$ cat src/rtl/calculator.sv
// calculator: 3x3 unsigned matrix multiply C = A*B, one element per cycle.
// Define CALC_SATURATE_EN to clamp elements at 2^RES_W-1 instead of wrapping.
module calculator #(
    parameter int DATA_W = 8,
    parameter int RES_W  = 16
) (
    input  logic                 clk,
    input  logic                 rst,
    input  logic                 enable_multiplication,
    input  logic [9*DATA_W-1:0]  A,
    input  logic [9*DATA_W-1:0]  B,
    output logic [9*RES_W-1:0]   result,
    output logic                 mult_done
);
    localparam int SUM_W = 2*DATA_W + 2;

    typedef enum logic [1:0] {IDLE, COMPUTE, DONE} state_t;

    state_t                state_q, state_d;
    logic [9*DATA_W-1:0]   a_q, a_d, b_q, b_d;
    logic [3:0]            idx_q, idx_d;
    logic [9*RES_W-1:0]    work_q, work_d, result_q, result_d;
    logic                  done_q, done_d;
    logic [3:0]            row, col;
    logic [SUM_W-1:0]      sum;
    logic [RES_W-1:0]      elem;

    assign row       = idx_q / 4'd3;
    assign col       = idx_q % 4'd3;
    assign result    = result_q;
    assign mult_done = done_q;

    // Full-width dot product of row `row` of A with column `col` of B
    always_comb begin
        sum = '0;
        for (int m = 0; m < 3; m++)
            sum = sum + SUM_W'(a_q[(row*3+m)*DATA_W +: DATA_W]) * SUM_W'(b_q[(m*3+col)*DATA_W +: DATA_W]);
    end

`ifdef CALC_SATURATE_EN
    assign elem = (sum >> RES_W) != '0 ? {RES_W{1'b1}} : RES_W'(sum);
`else
    assign elem = RES_W'(sum);
`endif

    // Next-state and datapath updates; result only moves on the element-8 write
    always_comb begin
        state_d  = state_q;
        a_d      = a_q;
        b_d      = b_q;
        idx_d    = idx_q;
        work_d   = work_q;
        result_d = result_q;
        done_d   = done_q;
        case (state_q)
            IDLE: if (enable_multiplication) begin
                a_d     = A;
                b_d     = B;
                idx_d   = '0;
                state_d = COMPUTE;
            end
            COMPUTE: if (!enable_multiplication) begin
                state_d = IDLE;
            end else begin
                work_d[idx_q*RES_W +: RES_W] = elem;
                if (idx_q == 4'd8) begin
                    result_d = work_d;
                    done_d   = 1'b1;
                    state_d  = DONE;
                end else begin
                    idx_d = idx_q + 4'd1;
                end
            end
            DONE: if (!enable_multiplication) begin
                state_d = IDLE;
                done_d  = 1'b0;
            end
            default: state_d = IDLE;
        endcase
    end

    // State registers with asynchronous active-low clear
    always_ff @(posedge clk or negedge rst) begin
        if (!rst) begin
            state_q  <= IDLE;
            a_q      <= '0;
            b_q      <= '0;
            idx_q    <= '0;
            work_q   <= '0;
            result_q <= '0;
            done_q   <= 1'b0;
        end else begin
            state_q  <= state_d;
            a_q      <= a_d;
            b_q      <= b_d;
            idx_q    <= idx_d;
            work_q   <= work_d;
            result_q <= result_d;
            done_q   <= done_d;
        end
    end
endmodule

$ cat config.mk
export PLATFORM = sky130hd
export DESIGN_NAME = calculator
export DESIGN_NICKNAME = d
export VERILOG_FILES = /design/src/rtl/calculator.sv
export SDC_FILE = /design/constraint.sdc
export NUM_CORES = 1
export LEC_CHECK = 0
export CAP_MARGIN = 20
export CORE_MARGIN = 1.5
export CORE_UTILIZATION = 65
export DETAILED_ROUTE_END_ITERATION = 8
export DONT_BUFFER_PORTS = 1
export PLACE_DENSITY = 0.88
export SLEW_MARGIN = 20
export SYNTH_ARGS = -nofsm -noshare
export SYNTH_HDL_FRONTEND = slang
export SYNTH_SLANG_ARGS = --single-unit
$ cat constraint.sdc
create_clock -name clk -period 18.8 [get_ports clk]
set_input_delay 0.94 -clock clk [delete_from_list [all_inputs] [get_ports clk]]
set_output_delay 0.94 -clock clk [all_outputs]
set_load 0.03 [all_outputs]
### Yosys cells after proc, flatten, opt, wreduce, memory -nomap -nowiden

Cells that the tools add are included.

| word-level totals | value |
|---|---|
| flip-flop bits (word level) | 439 |
| input port bits | 147 |
| output and inout bits | 145 |
| word-level logic and storage cells | 61 |

| cells by class | value |
|---|---|
| add/sub/neg operators | 8 |
| multipliers | 4 |
| div/mod/pow operators | 2 |
| equality and inequality tests | 9 |
| shift operators | 8 |
| multiplexer cells | 14 |
| reduce and logical (&&, ||, !) cells | 9 |

Operators by type and width:

| kind | number |
|---|---|
| bitwise mux 144 bit | 1 |
| variable shift 16 x 34 -> 144 bit (first input constant) | 1 |
| variable part select 16 x 34 -> 144 bit | 1 |
| variable part select 72 x 11 -> 8 bit | 2 |
| variable part select 72 x 9 -> 8 bit | 2 |
| variable part select 72 x 10 -> 8 bit | 1 |
| variable part select 72 x 8 -> 8 bit | 1 |
| multiplier 8 x 8 -> 16 bit | 3 |
| negator 8 -> 34 bit | 1 |
| adder 16 bit | 2 |
| 2-to-1 mux 4 bit | 3 |
| != test 2 bit (second input constant) | 5 |
| 2-to-1 mux 2 bit | 4 |
| one-hot mux 4 bit (2 select lines) | 1 |
| AND reduction 4 bit | 2 |
| adder 6 x 1 -> 7 bit (second input constant) | 1 |
| adder 6 x 2 -> 7 bit (second input constant) | 1 |
| multiplier 4 x 2 -> 6 bit (second input constant) | 1 |
| one-hot mux 2 bit (3 select lines) | 1 |
| AND reduction 3 bit | 2 |
| adder 2 x 4 -> 5 bit (first input constant) | 1 |
| adder 3 x 4 -> 5 bit (first input constant) | 1 |
| adder 4 x 1 -> 4 bit (second input constant) | 1 |
| divider 4 x 2 -> 4 bit (second input constant) | 1 |
| 10 further kinds | 14 |

### Longest topological paths before layout

| logic depth | value |
|---|---|
| depth after elaboration | 9 |
| gate-level depth with buffers | 42 |
| mapped depth without buffers | 36 |

### Worst setup path before layout

Ideal clock, no wire load.

| timing | value |
|---|---|
| path kind | register -> register |
| from | register idx_q[0] |
| to | register result_q[143] (netlist: result[143]) |
| setup time | 146 ps |
| data arrival time | 9785 ps |
| required time | 18654 ps |
| setup slack | 8869 ps |
| stages on the path, launching flop included | 36 |
| buffers on the path | 6 |
| clock period less this slack | 9931 ps |
| path through | dfrtp_1 -> buf_2 -> inv_1 -> buf_1 -> ha_1 -> buf_2 -> and3b_1 -> buf_2 -> o211ai_2 -> inv_1 -> buf_4 -> ha_1 -> nor2_1 -> a22oi_1 -> buf_2 -> nor2_1 -> a21boi_1 -> mux4_2 -> a211oi_1 -> fa_1 -> fa_1 -> inv_1 -> fa_1 -> inv_1 -> fa_1 -> fa_1 -> fa_1 -> inv_1 -> fa_1 -> inv_1 -> ha_1 -> a21o_1 -> a2111oi_0 -> a21oi_1 -> xnor2_1 -> o21ai_0 |

| on the way | value |
|---|---|
| word-level cells in the longest chain between the ends | 9 |
| elaborated cells between the ends (all ways) | 24 |
| those cells by class | add/sub (7); mul (4); div (2); eq/ne (1); shift (8); mux (1); reduce/logical (1) |

RTL lines:

| what | line | source |
|---|---|---|
| start, declared | 21 | `logic [3:0] idx_q, idx_d;` |
| start signal, assigned | 96 | `idx_q <= idx_d;` |
| divider 4 x 2 -> 4 bit | 28 | `assign row = idx_q / 4'd3;` |
| multiplier 4 x 2 -> 6 bit | 37 | `sum = sum + SUM_W'(a_q[(row*3+m)*DATA_W +: DATA_W]) * SUM_W'(b_q[(m*3+col)*DATA_W +: DATA_W]);` |
| adder 6 x 1 -> 7 bit | 37 |  |
| variable part select 72 x 11 -> 8 bit | 37 |  |
| multiplier 8 x 8 -> 16 bit | 37 |  |
| adder 16 bit (2 in series) | 37 |  |
| variable part select 16 x 34 -> 144 bit | 65 | `work_d[idx_q*RES_W +: RES_W] = elem;` |
| bitwise mux 144 bit | 65 |  |
| end signal, assigned | 98 | `result_q <= result_d;` |
| end, declared | 22 | `logic [9*RES_W-1:0] work_q, work_d, result_q, result_d;` |

Several ways; a longest one is shown, not always the timed one.
A chain may end at the register's enable or synchronous reset.

### Worst setup path in the final report

| timing | value |
|---|---|
| from | register idx_q[3] |
| to | register result_q[109] (netlist: result[109]) |

Same word-level chain as after synthesis.

==> out/metrics.cfg <==
[layout]
syn_to_final_growth_pct=6.990
final_nets=3155
drive_gt1_frac=0.1149
seq_area_um2=10990
final_cell_mix=439 x dfrtp_1, 390 x nand2_1, 293 x o21ai_0
diodes=0
layout_commonest_cell=dfrtp_1
finalNonFillerCells=3325
fill_cells=2929
multi_input_area_um2=14920

[timing]
setup_violations=0
finalCritPeriodShare=0.6904
finClkSkew_ns=0.03844
slew_viol_final=0
worst_slew_margin_rel=0.09979
layout_min_cycle_time_ns=12.98
rsz0062_at_grt=no
worstMarginPinSlew_ns=1.344
finalHoldViolations=0
tns_ns=0
max_freq_mhz=77.05

[synthesis]
ys_types=79
yosysSeqAreaShare=0.3993
yosys_warnings=0
ys_seq_elements=439
synth_cells=2844
synth_nets=3248
synthFlopType=dfrtp_1
synth_edf_count=0
synth_area_um2=27510
async_flop_share=1.000
syn_avg_cell_area_um2=9.673

[place]
gp_congestion=1.018
io_buffers=0
placedCellCount=3239
place_hpwl_um=60460

[setup_path]
cp-startpoint=idx_q[3]
crit_family=adder cells
slowest_delay_ns=0.86
cp.arrival_ns=13.47
worstPathMaxFanout=19
cp_common_cell=fa_1
start_kind=flop
worst_r2r_startpoint=idx_q[3]
r2r_setup_slack_ns=5.82
cp_data_required_time_ns=19.29
critPathSlowestCell=o21ai_2
cp-end-kind=flop
path_class=reg2reg
crit_buf_inv=7

[clock_tree]
insertion_delay_ns=0.60
clock_path_buffers=3
h-tree-depth=2
cts_resized=0
cts_sinks=439
clockRootBuffer=clkbuf_16
cts_setup_buffers=0
cts_buffers=45
cts-hold-fix-buffers=0
cts.reportedPaths.clkPinSlew_ns=0.06
cts_tree=built

[drt]
drc=0
num_vias=22058
ant_nets=0
detail_route.wl_per_cell_um=24.88
routed_wl_um=82720
dr.pass1.iters=6
via_per_inst=6.634
drtIter0Drc=2650

[floorplanning]
die_w_um=208.7
core_um2=41850
num_io_pins=292
die_y_um=208.7
start_util=0.6573
rows=75
dieArea_um2=43570

[global_routing]
grt_most_used_layer=met2
use_met1=0.4511
antenna_found_initial=0
grt_pass1_vias=22774
grt_max_degree=440
grtUsageMet3=0.09814
met2_usage=0.6239
gr-usage-all-layers=0.3830
grt-ovfl-total=0
grt_pass1_wl_um=128200

[status]
status=completed

[flow_run]
cap_violations=0

[hold_path]
hold_class=in2async

worst paths after layout:
path | cells after the start | to
min in group clk | 2 | result[79]
max | 33 | result[109]
max reg2reg | 33 | result[109]
min reg2reg | 2 | result[79]
min | 0 | result[52]
max in group asynchronous | 0 | result[16]
synth_stat cells, types with 5 or more instances:
library cell | n | area [um2]
dfrtp_1 | 439 | 10990
nand2_1 | 391 | 1468
o21ai_0 | 293 | 1466
inv_1 | 267 | 1002
a21oi_1 | 172 | 860.8
fa_1 | 158 | 3163
mux2_2 | 157 | 1768
nor2_1 | 155 | 581.8
clkbuf_1 | 141 | 529.3
ha_1 | 99 | 1239
a211oi_1 | 67 | 503.0
nand3_1 | 60 | 300.3
mux2i_1 | 49 | 490.5
a21o_1 | 36 | 270.3
and3_1 | 24 | 150.1
nor3_1 | 18 | 90.09
o211ai_1 | 18 | 135.1
xnor2_1 | 18 | 157.7
buf_2 | 17 | 85.08
nand2b_1 | 17 | 106.4
mux4_2 | 14 | 315.3
a211o_1 | 13 | 113.9
a31oi_1 | 13 | 81.33
and2_1 | 13 | 81.33
nand4b_1 | 13 | 113.9
o31ai_1 | 13 | 97.59
o21a_1 | 12 | 90.09
a21boi_0 | 10 | 75.07
a221oi_1 | 10 | 87.58
buf_1 | 10 | 37.54
nand4_1 | 10 | 62.56
o211a_1 | 8 | 80.08
or2_2 | 8 | 50.05
and4_1 | 6 | 52.55
or3_1 | 6 | 37.54
a32oi_1 | 5 | 43.79
nand3b_1 | 5 | 37.54
nor2b_1 | 5 | 31.28
o22ai_1 | 5 | 31.28
xor2_1 | 5 | 43.79
metrics by stage:
stage,area (um2),setup slack (ns),utilization,hold slack [ns]
finish,29430,5.821,0.7033,0.03928
global route,29430,5.258,0.7033,0.03300
CTS,29360,6.124,0.7015,0.02593
floorplan,27510,8.869,-,0.4418
detailed placement,27760,6.195,0.6632,0.4649
global placement,27750,6.754,0.6630,0.4539
registers in the layout, indices dropped and copies added (netlist names):
register and cells:
a_q 72, b_q 72, idx_q 4, result 144, work_q 144, state_q 2
mult_done 1
final cells by class:
cell class | count | area share
Clock inverter | 25 | 0.01292
Sequential cell | 439 | 0.3732
Inverter | 267 | 0.03405
Timing Repair Buffer | 32 | 0.008544
Tap cell | 539 | 0.02291
Clock buffer | 57 | 0.04149
Multi-Input combinational cell | 1966 | 0.5068
worst reg2reg max path, delay by kind of cell (launching register included):
kind	cells	cell delay, ns
XOR/XNOR	1	0.76
buffers and inverters	7	1.06
multiplexers	1	0.71
AND/OR/NAND/NOR	5	1.49
AO/OA/AOI/OAI	8	3.05
flip-flops	1	0.59
adder cells (fa/ha/maj)	11	5.20
routing by layer:
layer	vias to the layer above	wire length [um]
met3	355	8899
met4	0	6299
met1	10826	28910
met2	1383	38610
li1	9494	-
met5	-	0
cells by family (layout without fill, tap and decap cells):
logic type / after synthesis / count (layout) / synth area share
AO/OA/AOI/OAI: 712 / 712 / 0.1566
XOR/XNOR: 23 / 23 / 0.007322
adder cells (fa/ha/maj): 257 / 257 / 0.1600
buffers and inverters: 439 / 381 / 0.06140
flip-flops: 439 / 439 / 0.3993
multiplexers: 220 / 220 / 0.09356
AND/OR/NAND/NOR: 754 / 754 / 0.1218
Power is left out: the tool's default activity adds up to more than one toggle a clock period on the data nets, which glitch-free logic cannot reach.
